--- config.mk ---
export PLATFORM = sky130hd
export DESIGN_NAME = memcore_bram_arbiter_flat
export DESIGN_NICKNAME = d
export VERILOG_FILES = /design/src/rtl/memcore_bram_arbiter_pkg.sv /design/src/rtl/memcore_bram_arbiter_if.sv /design/src/rtl/memcore_bram_arbiter_rr_pick2.sv /design/src/rtl/memcore_bram_arbiter.sv /design/src/flat_wrapper.sv
export SDC_FILE = /design/constraint.sdc
export NUM_CORES = 1
export LEC_CHECK = 0
export ABC_AREA = 1
export CAP_MARGIN = 40
export CORE_AREA = 2 2 169 171
export DETAILED_ROUTE_END_ITERATION = 10
export DIE_AREA = 0 0 171 173
export GPL_ROUTABILITY_DRIVEN = 0
export PLACE_DENSITY = 0.72
export SLEW_MARGIN = 0
export SYNTH_ARGS = -nofsm -noshare
export SYNTH_HDL_FRONTEND = slang
export SYNTH_HIERARCHICAL = 1
export SYNTH_SLANG_ARGS = --single-unit
--- constraint.sdc ---
create_clock -name clk -period 4.3 [get_ports clk]
set_input_delay 0.86 -clock clk [delete_from_list [all_inputs] [get_ports clk]]
set_output_delay 0.86 -clock clk [all_outputs]
set_load 0.01 [all_outputs]
--- src/rtl/memcore_bram_arbiter_pkg.sv ---
// Shared constants, the index-width helper and the response tag type used by the BRAM arbiter.
package memcore_arb_pkg;

    localparam int unsigned DefNumReq    = 4;
    localparam int unsigned DefDataWidth = 32;
    localparam int unsigned DefAddrWidth = 6;
    localparam int unsigned MaxReqIdxW   = 4;

    // Width needed to index n items, never less than one bit.
    function automatic int unsigned clog2(input int unsigned n);
        int unsigned r;
        r = 0;
        for (int unsigned i = 0; i < 31; i++) begin
            if ((32'd1 << i) < n) r = i + 1;
        end
        return (r == 0) ? 1 : r;
    endfunction

    typedef struct packed {
        logic                  valid;
        logic [MaxReqIdxW-1:0] req_idx;
        logic                  port;
    } tag_t;

endpackage

--- src/rtl/memcore_bram_arbiter_if.sv ---
// Requester-side and BRAM-side signal bundle of the arbiter; slave is the arbiter's view.
interface memcore_bram_arbiter_if #(
    parameter int unsigned NUM_REQ       = 4,
    parameter int unsigned DATA_WIDTH    = 32,
    parameter int unsigned ADDRESS_WIDTH = 6
);
    logic [NUM_REQ-1:0]               req_valid;
    logic [NUM_REQ-1:0]               req_ready;
    logic [NUM_REQ-1:0]               req_we;
    logic [NUM_REQ*ADDRESS_WIDTH-1:0] req_addr;
    logic [NUM_REQ*DATA_WIDTH-1:0]    req_wdata;
    logic [NUM_REQ-1:0]               rsp_valid;
    logic [NUM_REQ*DATA_WIDTH-1:0]    rsp_data;
    logic [ADDRESS_WIDTH-1:0]         mem_address0;
    logic                             mem_ce0;
    logic                             mem_we0;
    logic [DATA_WIDTH-1:0]            mem_d0;
    logic [DATA_WIDTH-1:0]            mem_q0;
    logic [ADDRESS_WIDTH-1:0]         mem_address1;
    logic                             mem_ce1;
    logic                             mem_we1;
    logic [DATA_WIDTH-1:0]            mem_d1;
    logic [DATA_WIDTH-1:0]            mem_q1;

    modport slave (
        input  req_valid, req_we, req_addr, req_wdata, mem_q0, mem_q1,
        output req_ready, rsp_valid, rsp_data,
        output mem_address0, mem_ce0, mem_we0, mem_d0,
        output mem_address1, mem_ce1, mem_we1, mem_d1
    );

    modport master (
        output req_valid, req_we, req_addr, req_wdata, mem_q0, mem_q1,
        input  req_ready, rsp_valid, rsp_data,
        input  mem_address0, mem_ce0, mem_we0, mem_d0,
        input  mem_address1, mem_ce1, mem_we1, mem_d1
    );
endinterface

--- src/rtl/memcore_bram_arbiter_rr_pick2.sv ---
// Round-robin picker: first two valid requesters from rr_ptr, second dropped on a write collision.
module rr_pick2
    import memcore_arb_pkg::*;
#(
    parameter int unsigned NUM_REQ       = DefNumReq,
    parameter int unsigned ADDRESS_WIDTH = DefAddrWidth
) (
    input  logic [NUM_REQ-1:0]               valid,
    input  logic [clog2(NUM_REQ)-1:0]        rr_ptr,
    input  logic [NUM_REQ-1:0]               we,
    input  logic [NUM_REQ*ADDRESS_WIDTH-1:0] addr,
    output logic [clog2(NUM_REQ)-1:0]        a_idx,
    output logic                             a_vld,
    output logic [clog2(NUM_REQ)-1:0]        b_idx,
    output logic                             b_vld,
    output logic [NUM_REQ-1:0]               ready
);
    localparam int unsigned REQ_IDX_W = clog2(NUM_REQ);

    logic                 cand_vld;
    logic [REQ_IDX_W-1:0] cand;
    logic                 conflict;

    always_comb begin
        a_vld    = 1'b0;
        a_idx    = '0;
        cand_vld = 1'b0;
        cand     = '0;
        for (int unsigned k = 0; k < NUM_REQ; k++) begin
            int unsigned j;
            j = 32'(rr_ptr) + k;
            if (j >= NUM_REQ) j = j - NUM_REQ;
            if (valid[REQ_IDX_W'(j)]) begin
                if (!a_vld) begin
                    a_vld = 1'b1;
                    a_idx = REQ_IDX_W'(j);
                end else if (!cand_vld) begin
                    cand_vld = 1'b1;
                    cand     = REQ_IDX_W'(j);
                end
            end
        end
        // No substitute search: a blocked second candidate simply waits.
        conflict = (addr[a_idx*ADDRESS_WIDTH +: ADDRESS_WIDTH] ==
                    addr[cand*ADDRESS_WIDTH +: ADDRESS_WIDTH]) && (we[a_idx] || we[cand]);
        b_vld = cand_vld && !conflict;
        b_idx = cand;
        ready = '0;
        if (a_vld) ready[a_idx] = 1'b1;
        if (b_vld) ready[b_idx] = 1'b1;
    end

endmodule

--- src/rtl/memcore_bram_arbiter.sv ---
// Shares a dual-port BRAM among NUM_REQ requesters: two round-robin grants per cycle,
// registered port drive, read data returned two cycles after acceptance.
module memcore_bram_arbiter
    import memcore_arb_pkg::*;
#(
    parameter int unsigned NUM_REQ       = DefNumReq,
    parameter int unsigned DATA_WIDTH    = DefDataWidth,
    parameter int unsigned ADDRESS_WIDTH = DefAddrWidth
) (
    input  logic                  clk,
    input  logic                  reset_n,
    memcore_bram_arbiter_if.slave bus
);
    localparam int unsigned REQ_IDX_W = clog2(NUM_REQ);

    logic [REQ_IDX_W-1:0]     rr_ptr_q, rr_ptr_d;
    logic [REQ_IDX_W-1:0]     a_idx, b_idx;
    logic                     a_vld, b_vld;
    logic [NUM_REQ-1:0]       pick_ready;
    logic                     a_we, b_we;
    logic [ADDRESS_WIDTH-1:0] a_addr, b_addr;
    logic [DATA_WIDTH-1:0]    a_wdata, b_wdata;

    logic                     ce0_q, we0_q, ce1_q, we1_q;
    logic [ADDRESS_WIDTH-1:0] addr0_q, addr1_q;
    logic [DATA_WIDTH-1:0]    d0_q, d1_q;
    tag_t                     s1_tag_q [2];
    tag_t                     s2_tag_q [2];

    rr_pick2 #(
        .NUM_REQ      (NUM_REQ),
        .ADDRESS_WIDTH(ADDRESS_WIDTH)
    ) u_pick (
        .valid (bus.req_valid),
        .rr_ptr(rr_ptr_q),
        .we    (bus.req_we),
        .addr  (bus.req_addr),
        .a_idx (a_idx),
        .a_vld (a_vld),
        .b_idx (b_idx),
        .b_vld (b_vld),
        .ready (pick_ready)
    );

    assign bus.req_ready = pick_ready & {NUM_REQ{reset_n}};

    assign a_we    = bus.req_we[a_idx];
    assign b_we    = bus.req_we[b_idx];
    assign a_addr  = bus.req_addr[a_idx*ADDRESS_WIDTH +: ADDRESS_WIDTH];
    assign b_addr  = bus.req_addr[b_idx*ADDRESS_WIDTH +: ADDRESS_WIDTH];
    assign a_wdata = bus.req_wdata[a_idx*DATA_WIDTH +: DATA_WIDTH];
    assign b_wdata = bus.req_wdata[b_idx*DATA_WIDTH +: DATA_WIDTH];

    always_comb begin
        rr_ptr_d = rr_ptr_q;
        if (b_vld) begin
            rr_ptr_d = (b_idx == REQ_IDX_W'(NUM_REQ - 1)) ? '0 : b_idx + 1'b1;
        end else if (a_vld) begin
            rr_ptr_d = (a_idx == REQ_IDX_W'(NUM_REQ - 1)) ? '0 : a_idx + 1'b1;
        end
    end

    always_ff @(posedge clk or negedge reset_n) begin
        if (!reset_n) begin
            rr_ptr_q <= '0;
            ce0_q    <= 1'b0;
            we0_q    <= 1'b0;
            addr0_q  <= '0;
            d0_q     <= '0;
            ce1_q    <= 1'b0;
            we1_q    <= 1'b0;
            addr1_q  <= '0;
            d1_q     <= '0;
            for (int p = 0; p < 2; p++) begin
                s1_tag_q[p] <= '0;
                s2_tag_q[p] <= '0;
            end
        end else begin
            rr_ptr_q <= rr_ptr_d;
            ce0_q    <= a_vld;
            we0_q    <= a_vld && a_we;
            ce1_q    <= b_vld;
            we1_q    <= b_vld && b_we;
            if (a_vld) begin
                addr0_q <= a_addr;
                d0_q    <= a_wdata;
            end
            if (b_vld) begin
                addr1_q <= b_addr;
                d1_q    <= b_wdata;
            end
            s1_tag_q[0] <= '{valid: a_vld && !a_we, req_idx: MaxReqIdxW'(a_idx), port: 1'b0};
            s1_tag_q[1] <= '{valid: b_vld && !b_we, req_idx: MaxReqIdxW'(b_idx), port: 1'b1};
            s2_tag_q    <= s1_tag_q;
        end
    end

    assign bus.mem_ce0      = ce0_q;
    assign bus.mem_we0      = we0_q;
    assign bus.mem_address0 = addr0_q;
    assign bus.mem_d0       = d0_q;
    assign bus.mem_ce1      = ce1_q;
    assign bus.mem_we1      = we1_q;
    assign bus.mem_address1 = addr1_q;
    assign bus.mem_d1       = d1_q;

    // Read data flows straight from the BRAM output, steered by the stage-2 tag.
    always_comb begin
        logic [REQ_IDX_W-1:0] ridx;
        bus.rsp_valid = '0;
        bus.rsp_data  = '0;
        for (int p = 0; p < 2; p++) begin
            ridx = s2_tag_q[p].req_idx[REQ_IDX_W-1:0];
            if (s2_tag_q[p].valid) begin
                bus.rsp_valid[ridx] = 1'b1;
                bus.rsp_data[ridx*DATA_WIDTH +: DATA_WIDTH] =
                    s2_tag_q[p].port ? bus.mem_q1 : bus.mem_q0;
            end
        end
    end

endmodule

--- src/flat_wrapper.sv ---
// flat-port wrapper written by rule: the top's interface ports become plain ports
module memcore_bram_arbiter_flat import memcore_arb_pkg::*;
#(
    parameter int unsigned NUM_REQ       = DefNumReq,
    parameter int unsigned DATA_WIDTH    = DefDataWidth,
    parameter int unsigned ADDRESS_WIDTH = DefAddrWidth
)
  (clk, reset_n, bus_req_valid, bus_req_we, bus_req_addr, bus_req_wdata, bus_mem_q0, bus_mem_q1, bus_req_ready, bus_rsp_valid, bus_rsp_data, bus_mem_address0, bus_mem_ce0, bus_mem_we0, bus_mem_d0, bus_mem_address1, bus_mem_ce1, bus_mem_we1, bus_mem_d1);
  memcore_bram_arbiter_if #(.NUM_REQ(NUM_REQ), .DATA_WIDTH(DATA_WIDTH), .ADDRESS_WIDTH(ADDRESS_WIDTH)) bus_i ();
  input  logic clk;
  input  logic reset_n;
  input wire logic [$bits(bus_i.req_valid)-1:0] bus_req_valid;
  input wire logic [$bits(bus_i.req_we)-1:0] bus_req_we;
  input wire logic [$bits(bus_i.req_addr)-1:0] bus_req_addr;
  input wire logic [$bits(bus_i.req_wdata)-1:0] bus_req_wdata;
  input wire logic [$bits(bus_i.mem_q0)-1:0] bus_mem_q0;
  input wire logic [$bits(bus_i.mem_q1)-1:0] bus_mem_q1;
  output wire logic [$bits(bus_i.req_ready)-1:0] bus_req_ready;
  output wire logic [$bits(bus_i.rsp_valid)-1:0] bus_rsp_valid;
  output wire logic [$bits(bus_i.rsp_data)-1:0] bus_rsp_data;
  output wire logic [$bits(bus_i.mem_address0)-1:0] bus_mem_address0;
  output wire logic [$bits(bus_i.mem_ce0)-1:0] bus_mem_ce0;
  output wire logic [$bits(bus_i.mem_we0)-1:0] bus_mem_we0;
  output wire logic [$bits(bus_i.mem_d0)-1:0] bus_mem_d0;
  output wire logic [$bits(bus_i.mem_address1)-1:0] bus_mem_address1;
  output wire logic [$bits(bus_i.mem_ce1)-1:0] bus_mem_ce1;
  output wire logic [$bits(bus_i.mem_we1)-1:0] bus_mem_we1;
  output wire logic [$bits(bus_i.mem_d1)-1:0] bus_mem_d1;
  assign bus_i.req_valid = bus_req_valid;
  assign bus_i.req_we = bus_req_we;
  assign bus_i.req_addr = bus_req_addr;
  assign bus_i.req_wdata = bus_req_wdata;
  assign bus_i.mem_q0 = bus_mem_q0;
  assign bus_i.mem_q1 = bus_mem_q1;
  assign bus_req_ready = bus_i.req_ready;
  assign bus_rsp_valid = bus_i.rsp_valid;
  assign bus_rsp_data = bus_i.rsp_data;
  assign bus_mem_address0 = bus_i.mem_address0;
  assign bus_mem_ce0 = bus_i.mem_ce0;
  assign bus_mem_we0 = bus_i.mem_we0;
  assign bus_mem_d0 = bus_i.mem_d0;
  assign bus_mem_address1 = bus_i.mem_address1;
  assign bus_mem_ce1 = bus_i.mem_ce1;
  assign bus_mem_we1 = bus_i.mem_we1;
  assign bus_mem_d1 = bus_i.mem_d1;
  memcore_bram_arbiter #(.NUM_REQ(NUM_REQ), .DATA_WIDTH(DATA_WIDTH), .ADDRESS_WIDTH(ADDRESS_WIDTH)) u_core (.clk(clk), .reset_n(reset_n), .bus(bus_i));
endmodule
After elaboration in Yosys (flattened, before gate mapping)
Cells that the tools add are included.
Word-level totals
  bits in registers: 96
  output and inout bits: 216
Cells by class
  add/sub/neg operators: 11
  multipliers: 2
  magnitude comparators: 16
  equal/unequal tests: 3
  shift-type cells: 8
  mux-type cells: 61
  bitwise operators: 4
  reductions and logical operators: 15
Operator list (number)
  128-bit two-way mux: 2
  32-bit by 34-bit variable shift with 128-bit output (first input constant): 2
  128-bit by 8-bit variable part select with 32-bit output: 2
  32-bit by 34-bit variable part select with 128-bit output: 2
  128-bit bitwise AND: 1
  128-bit bitwise mux: 1
  7-bit negation with 34-bit output: 2
  24-bit by 6-bit variable part select with 6-bit output: 2
  2-bit two-way mux: 23
  32-bit two-way mux: 1
  2-bit by 3-bit less-than comparator with 1-bit output (second input constant): 8
  1-bit two-way mux: 20
  4-bit two-way mux: 4
  1-bit binary-select mux with 2-bit select: 6
  1-bit logical AND: 10
  3-bit greater-or-equal comparator (second input constant): 3
  1-bit demux with 2-bit select: 4
  2-bit by 1-bit greater-or-equal comparator with 1-bit output (second input constant): 4
  2-bit by 2-bit multiplier with 4-bit output (second input constant): 2
  4-bit OR: 2
  2-bit by 1-bit subtractor with 2-bit output (second input constant): 4
  2-bit by 2-bit adder with 3-bit output (second input constant): 2
  6-bit == test: 1
  2-bit by 1-bit adder with 2-bit output (second input constant): 2
  7 further kinds: 10

Depth between registers and ports, before layout
  word-level depth: 21
  mapped depth: 29

Hierarchy
The synthesis kept the hierarchy.
By module, submodules not included
  memcore_bram_arbiter: times used 1, cells each 1777, area an instance 9763.1 um^2, seq. area each 2402.3 um^2
  rr_pick2: times used 1, cells each 323, area an instance 1478.9 um^2, seq. area each 0.0 um^2

Least setup slack after synthesis
Ideal clock, no wire load.
  path kind: input port to output port
  start: in bus_req_valid[3]
  end: out bus_req_ready[0]
  arrival: 2.872 ns
  slack: 0.568 ns
  cell stages on the path: 26
  path through: inv_1 nand2_1 nand3_1 nand2_2 ha_1 inv_1 nand2_1 nand2_1 inv_1 nand2_1 nand3_2 nand2_2 buf_6 nand2_1 nand2_1 nand2_1 nand2_1 inv_2 nand2_1 nand3_1 nor2_2 nand2_1 nand3_1 nand2_1 nand2_1 inv_1
On the way
  cells in the longest elaborated chain, start to end: 19
  elaborated cells between the ends (all ways): 60
  those cells by class: mul (2); order compare (4); eq/ne (1); shift (2); mux (43); bitwise (2); reduce/logical (6)
Ends and longest elaborated chain
  start: declaration: RTL line flat_wrapper.sv:12  | input wire logic [$bits(bus_i.req_valid)-1:0] bus_req_valid;
  1-bit binary-select mux with 2-bit select: RTL line memcore_bram_arbiter_rr_pick2.sv:33  | if (valid[REQ_IDX_W'(j)]) begin
  1-bit two-way mux (implied by the code): RTL line memcore_bram_arbiter_rr_pick2.sv:33
  1-bit two-way mux: RTL line memcore_bram_arbiter_rr_pick2.sv:33
  2-bit two-way mux or 1-bit two-way mux (tied branches): RTL line memcore_bram_arbiter_rr_pick2.sv:34  | if (!a_vld) begin
  2-bit two-way mux or 1-bit two-way mux (tied branches): RTL line memcore_bram_arbiter_rr_pick2.sv:33
  2-bit two-way mux: RTL line memcore_bram_arbiter_rr_pick2.sv:37  | end else if (!cand_vld) begin
  2-bit two-way mux: RTL line memcore_bram_arbiter_rr_pick2.sv:34
  2-bit two-way mux: RTL line memcore_bram_arbiter_rr_pick2.sv:33
  [4 not listed]
  24-bit by 6-bit variable part select with 6-bit output or 1-bit two-way mux (tied branches): RTL line memcore_bram_arbiter_rr_pick2.sv:45  | addr[cand*ADDRESS_WIDTH +: ADDRESS_WIDTH]) && (we[a_idx] || we[cand]);
  6-bit == test or 1-bit logical OR (tied branches): RTL line memcore_bram_arbiter_rr_pick2.sv:44, memcore_bram_arbiter_rr_pick2.sv:45
  1-bit logical AND: RTL line memcore_bram_arbiter_rr_pick2.sv:45
  1-bit zero test: RTL line memcore_bram_arbiter_rr_pick2.sv:46  | b_vld = cand_vld && !conflict;
  1-bit logical AND: RTL line memcore_bram_arbiter_rr_pick2.sv:46
  4-bit two-way mux *: RTL line memcore_bram_arbiter_rr_pick2.sv:50  | if (b_vld) ready[b_idx] = 1'b1;
  net u_core.pick_ready[0]: RTL line memcore_bram_arbiter.sv:19  | logic [NUM_REQ-1:0] pick_ready;
  4-bit bitwise AND *: RTL line memcore_bram_arbiter.sv:45  | assign bus.req_ready = pick_ready & {NUM_REQ{reset_n}};
  end: declaration: RTL line flat_wrapper.sv:18  | output wire logic [$bits(bus_i.req_ready)-1:0] bus_req_ready;
The timed path passes the listed nets; every way through them passes the cells marked *. The select of a mux whose other input is x is not followed.

Worst setup path after layout
  start: in bus_req_valid[2]
  end: out bus_req_ready[3]
On the way
  cells in the longest elaborated chain, start to end: 19
  elaborated cells between the ends (all ways): 60
  those cells by class: mul (2); order compare (4); eq/ne (1); shift (2); mux (43); bitwise (2); reduce/logical (6)
Ends and longest elaborated chain
  1-bit binary-select mux with 2-bit select: RTL line memcore_bram_arbiter_rr_pick2.sv:33
  1-bit two-way mux (implied by the code): RTL line memcore_bram_arbiter_rr_pick2.sv:33
  1-bit two-way mux: RTL line memcore_bram_arbiter_rr_pick2.sv:33
  2-bit two-way mux or 1-bit two-way mux (tied branches): RTL line memcore_bram_arbiter_rr_pick2.sv:34
  2-bit two-way mux or 1-bit two-way mux (tied branches): RTL line memcore_bram_arbiter_rr_pick2.sv:33
  2-bit two-way mux: RTL line memcore_bram_arbiter_rr_pick2.sv:37
  2-bit two-way mux: RTL line memcore_bram_arbiter_rr_pick2.sv:34
  2-bit two-way mux: RTL line memcore_bram_arbiter_rr_pick2.sv:33
  [3 not listed]
  net u_core.b_idx[0]: RTL line memcore_bram_arbiter.sv:17  | logic [REQ_IDX_W-1:0] a_idx, b_idx;
  [1 not listed]
  24-bit by 6-bit variable part select with 6-bit output or 1-bit two-way mux (tied branches): RTL line memcore_bram_arbiter_rr_pick2.sv:45
  6-bit == test or 1-bit logical OR (tied branches): RTL line memcore_bram_arbiter_rr_pick2.sv:44, memcore_bram_arbiter_rr_pick2.sv:45
  1-bit logical AND: RTL line memcore_bram_arbiter_rr_pick2.sv:45
  1-bit zero test: RTL line memcore_bram_arbiter_rr_pick2.sv:46
  1-bit logical AND: RTL line memcore_bram_arbiter_rr_pick2.sv:46
  4-bit two-way mux *: RTL line memcore_bram_arbiter_rr_pick2.sv:50
  net u_core.pick_ready[3]: RTL line memcore_bram_arbiter.sv:19
  4-bit bitwise AND *: RTL line memcore_bram_arbiter.sv:45
Marked as above.

==> flow_summary.json <==
{
  "status": "completed",
  "fmax_mhz": 238.8,
  "finalMaxSlewViolations": 0,
  "cp.arrival_ps": 3330,
  "cts.clk_slew.worst_paths_ps": 70,
  "worst_pin_slew_ps": 922.0,
  "clock_latency_ps": 350,
  "yosysTopAreaCell": "nand2_1",
  "ys_seq_area_share_pct": 21.37,
  "holdCritPathClass": "reg2reg",
  "htreeDepth": 3,
  "fin_nets": 2742,
  "synth_common_cells": "1073 x nand2_1, 268 x nand3_1, 251 x inv_1",
  "hpwl_mm": 35.87,
  "final_cells": 2884,
  "grt_pass1_vias": 14170,
  "synth_area_leaders": "nand2_1 36%, dfrtp_1 21%, nand3_1 12%, inv_1 8.4%, nand4_1 3.7%",
  "maxSlewHeadroom_pct": 38.54,
  "worst-setup-path-type": "in2out",
  "cts_buffer_depth": 2,
  "period_needed_ps": 4188,
  "synth_warnings": 6,
  "drtIter0Drc": 1751,
  "placed_cells": 2855,
  "firstDrtPassIters": 5,
  "finalClockSkew_ps": 10.25,
  "critPathRequiredTime_ps": 3440,
  "ant_nets": 0,
  "rows": 61,
  "hold_viol": 0,
  "syn_inst": 2100,
  "async_flop_share_pct": 100.0,
  "cts.sinks": 96,
  "die_h_um": 173,
  "drc": 0,
  "grtUsageTotal_pct": 32.09,
  "syn2layout_area_growth_pct": 48.21,
  "vias": 15360,
  "hold_buffers": 0,
  "start_util_pct": 40.69,
  "vias_per_cell": 5.325,
  "coreArea_um2": 27630,
  "ys_seq_elements": 96,
  "grt-ovfl-total": 0,
  "path_max_fanout": 8,
  "cp-end-kind": "output pin",
  "tns_ps": 0,
  "cts_tree": "done",
  "final.period_utilization_pct": 97.40,
  "wire_per_inst_um": 17.41,
  "post-synth-top-count-cell": "nand2_1",
  "setup_viol": 0,
  "maxCapViolations": 0,
  "synth_edf_count": 0,
  "synth_top_area_share_pct": 35.83,
  "syn_area_per_cell_um2": 5.353,
  "die-width_um": 171,
  "routed_wl_mm": 50.20,
  "postPlaceCellArea_um2": 15920,
  "final_area_um2": 16660,
  "grt_max_degree": 97,
  "io_pins": 442,
  "fill_cells": 2696,
  "die_area_um2": 29580,
  "ys.flop_type": "dfrtp_1",
  "numCtsBuffers": 9,
  "synth_nets": 2343,
  "drive_gt1_share_pct": 8.506,
  "synth_area_um2": 11240,
  "fin_util_pct": 60.31,
  "clock-root-buffer": "clkbuf_16",
  "port_buffers": 441,
  "synth_cell_types": 33,
  "grt_antenna_before_repair": 4,
  "grt_pass1_wl_mm": 76.28,
  "critPathLaunchType": "input pin"
}
-- metal layers --
metal	GRT usage (%)	part of all wire, %
met5	0	0.056
met2	54.59	48
met3	7.324	11
met4	14.51	4.7
met1	38.24	37
-- flip-flops by register name (all words and copies together) (netlist names) --
name / cells
u_core/bus.mem_d1: 32
u_core/rr_ptr_q: 2
u_core/bus.mem_address1: 6
u_core/bus.mem_we0: 1
u_core/bus.mem_we1: 1
u_core/s2_tag_q: 7
u_core/s1_tag_q: 7
u_core/bus.mem_ce0: 1
u_core/bus.mem_d0: 32
u_core/bus.mem_address0: 6
u_core/bus.mem_ce1: 1
-- cell families after synthesis --
| family | after synthesis | synth area share, % |
|---|---|---|
| AO/OA/AOI/OAI | 112 | 5.086 |
| adder cells (fa/ha/maj) | 17 | 1.892 |
| buffers and inverters | 408 | 16.52 |
| flip-flops | 96 | 21.37 |
| other | 1 | 0.03336 |
| AND/OR/NAND/NOR | 1466 | 55.10 |
-- worst max-delay path, stage by stage --
cell	delay [ps]
clkdlybuf4s15_1	180
inv_1	60
nand2_2	70
nand3_4	80
nand2_4	80
buf_6	140
nor2_8	200
inv_2	70
nand2_4	110
nand3_4	80
nand2_4	110
nand2_8	100
buf_6	140
nand2_1	50
nand2_1	60
nand2_2	70
nand2_1	60
nand2_1	60
nand2_1	60
inv_1	60
nand2_2	60
nor2_4	140
nand2_4	80
nand3_2	70
nand2_2	50
nand2_1	60
inv_1	30
buf_2	120
-- repair_timing --
item                                    in CTS  in global routing
buffers inserted                             3                  8
resized for setup                           36                 71
pin swaps                                   11                 35
endpoints found under the setup margin       4                  4
gates cloned                                 0                  1
-- placed cells by master, fill, tap and decap left out, types with 2 or more instances in the layout --
cell	count
dfrtp_1	94
clkinv_4	2
ha_1	15
nand2_2	27
clkinv_1	3
inv_6	2
nand4_1	67
o21ai_1	73
a21oi_1	6
buf_12	2
dfrtp_2	2
ha_4	2
buf_8	2
nor2_2	5
o21ai_0	27
nand3_2	10
bufinv_16	2
clkbuf_8	2
nand3_4	6
diode_2	2
inv_2	15
clkbuf_2	2
buf_6	8
nand2_1	1050
nand3_1	256
nand2_4	9
nor2_1	18
buf_2	4
a21oi_2	2
o21ai_2	2
clkdlybuf4s15_1	2
clkdlybuf4s50_1	429
inv_1	248
nor3_4	4
buf_4	77
nor2_4	10
clkbuf_16	10
-- per-stage QoR --
| stage | hold slack, ps | setup slack [ps] |
|---|---|---|
| 2_1_floorplan | 331.2 | 568.1 |
| 3_3_place_gp | 331.9 | -575.5 |
| 3_5_place_dp | 338.9 | -677.3 |
| 4_1_cts | 354.6 | 76.34 |
| 5_1_grt | 357.4 | -59.24 |
| 6_report | 351.7 | 111.8 |
-- worst paths after layout --
check | start | slack [ps] | to | cells past startpoint
min in group asynchronous | reset_n | 680 | u_core/bus.mem_d1[18] | 2
min reg2reg | u_core/s1_tag_q[2] | 350 | u_core/s2_tag_q[2] | 0
min | u_core/s1_tag_q[2] | 350 | u_core/s2_tag_q[2] | 0
max | bus_req_valid[2] | 110 | bus_req_ready[3] | 28
max reg2reg | u_core/rr_ptr_q[0] | 730 | u_core/rr_ptr_q[1] | 27
max in group asynchronous | reset_n | 2480 | u_core/bus.mem_d1[30] | 3
-- cell type report --
type	instances	area, µm²	share of cell area, %
Antenna cell	2	5.005	0.03004
Clock buffer	11	252.7	1.517
Clock inverter	5	86.33	0.5181
Inverter	268	1013	6.082
Multi-Input combinational cell	1596	7292	43.76
Sequential cell	96	2405	14.43
Tap cell	378	473.0	2.838
Timing Repair Buffer	528	5135	30.82
Power is left out: the tool's default activity adds up to more than one toggle a clock period on the data nets, which glitch-free logic cannot reach.
==> edit, RTL diff (same flow settings) <==
`DefDataWidth`: 32 -> 64.
--- a/src/rtl/memcore_bram_arbiter_pkg.sv
+++ b/src/rtl/memcore_bram_arbiter_pkg.sv
@@ -4,3 +4,3 @@
     localparam int unsigned DefNumReq    = 4;
-    localparam int unsigned DefDataWidth = 32;
+    localparam int unsigned DefDataWidth = 64;
     localparam int unsigned DefAddrWidth = 6;
Ports: changed (6 resized); port bits go from 442 to 826. No check against the original RTL was run, so the function may have changed too.
==> edit against the unedited design <==
- the flow now stops in 3_2_place_iop
- area after synthesis increased by 66%
==> edit: results (changes against the unedited design) <==
Outcome
  – Fail Step: 3_2_place_iop
  – Status: aborted with a tool error
  – Error: [ERROR PPL-0024] Number of IO pins (826) exceeds maximum number of available positions (614). Increase the die perimeter from 688.00um to 1123.36um.

Synth
  – Synth Area in Adders: 1.14% (-0.75 points)
  – Top cells by area, synth: nand2_1 (35%), dfrtp_1 (21%), nand3_1 (15%), inv_1 (8.5%), nand4_1 (4.4%)
  – Mux contribution to synthesized area: 0% (unchanged)
  – Predominant post-synthesis flop cell: dfrtp_1
  – Yosys warning count: 6 (unchanged)
  – Sequential fraction of the synthesis area: 21.5% (+0.10 points)
  – Number of synthesized register bits: 160 (+67%)
  – Synthesized Nets: 4019 (+72%)
  – Synth Area in Compound Gates: 5.67% (+0.58 points)
  – Mapped Avg Cell Area: 5.20 µm² (-2.8%)
  – Cell variety after synth: 33 (unchanged)
  – Commonest cells in the netlist: nand2_1 (1738), nand3_1 (545), inv_1 (423), dfrtp_1 (160), nand4_1 (131)
  – Synth async-reset ratio: 100% (unchanged)
  – Synth Area in XOR/XNOR: 0% (unchanged)

Floorplan
  – Chip width: 171 µm (unchanged)
edit: changes by cell type after synthesis, sizes merged, moves of 64 or more:
| cell | before | now |
|---|---|---|
| inv | 265 | 437 |
| dfrtp | 96 | 160 |
| o21ai | 102 | 198 |
| nand4 | 68 | 132 |
| nand3 | 272 | 548 |
| clkbuf | 32 | 97 |
| nand2 | 1087 | 1749 |
edit: kinds of logic after synthesis:
| kind of cell | after synthesis |
|---|---|
| AND/OR/NAND/NOR | 2491 |
| other | 1 |
| flip-flops | 160 |
| buffers and inverters | 706 |
| adder cells (fa/ha/maj) | 17 |
| AO/OA/AOI/OAI | 209 |
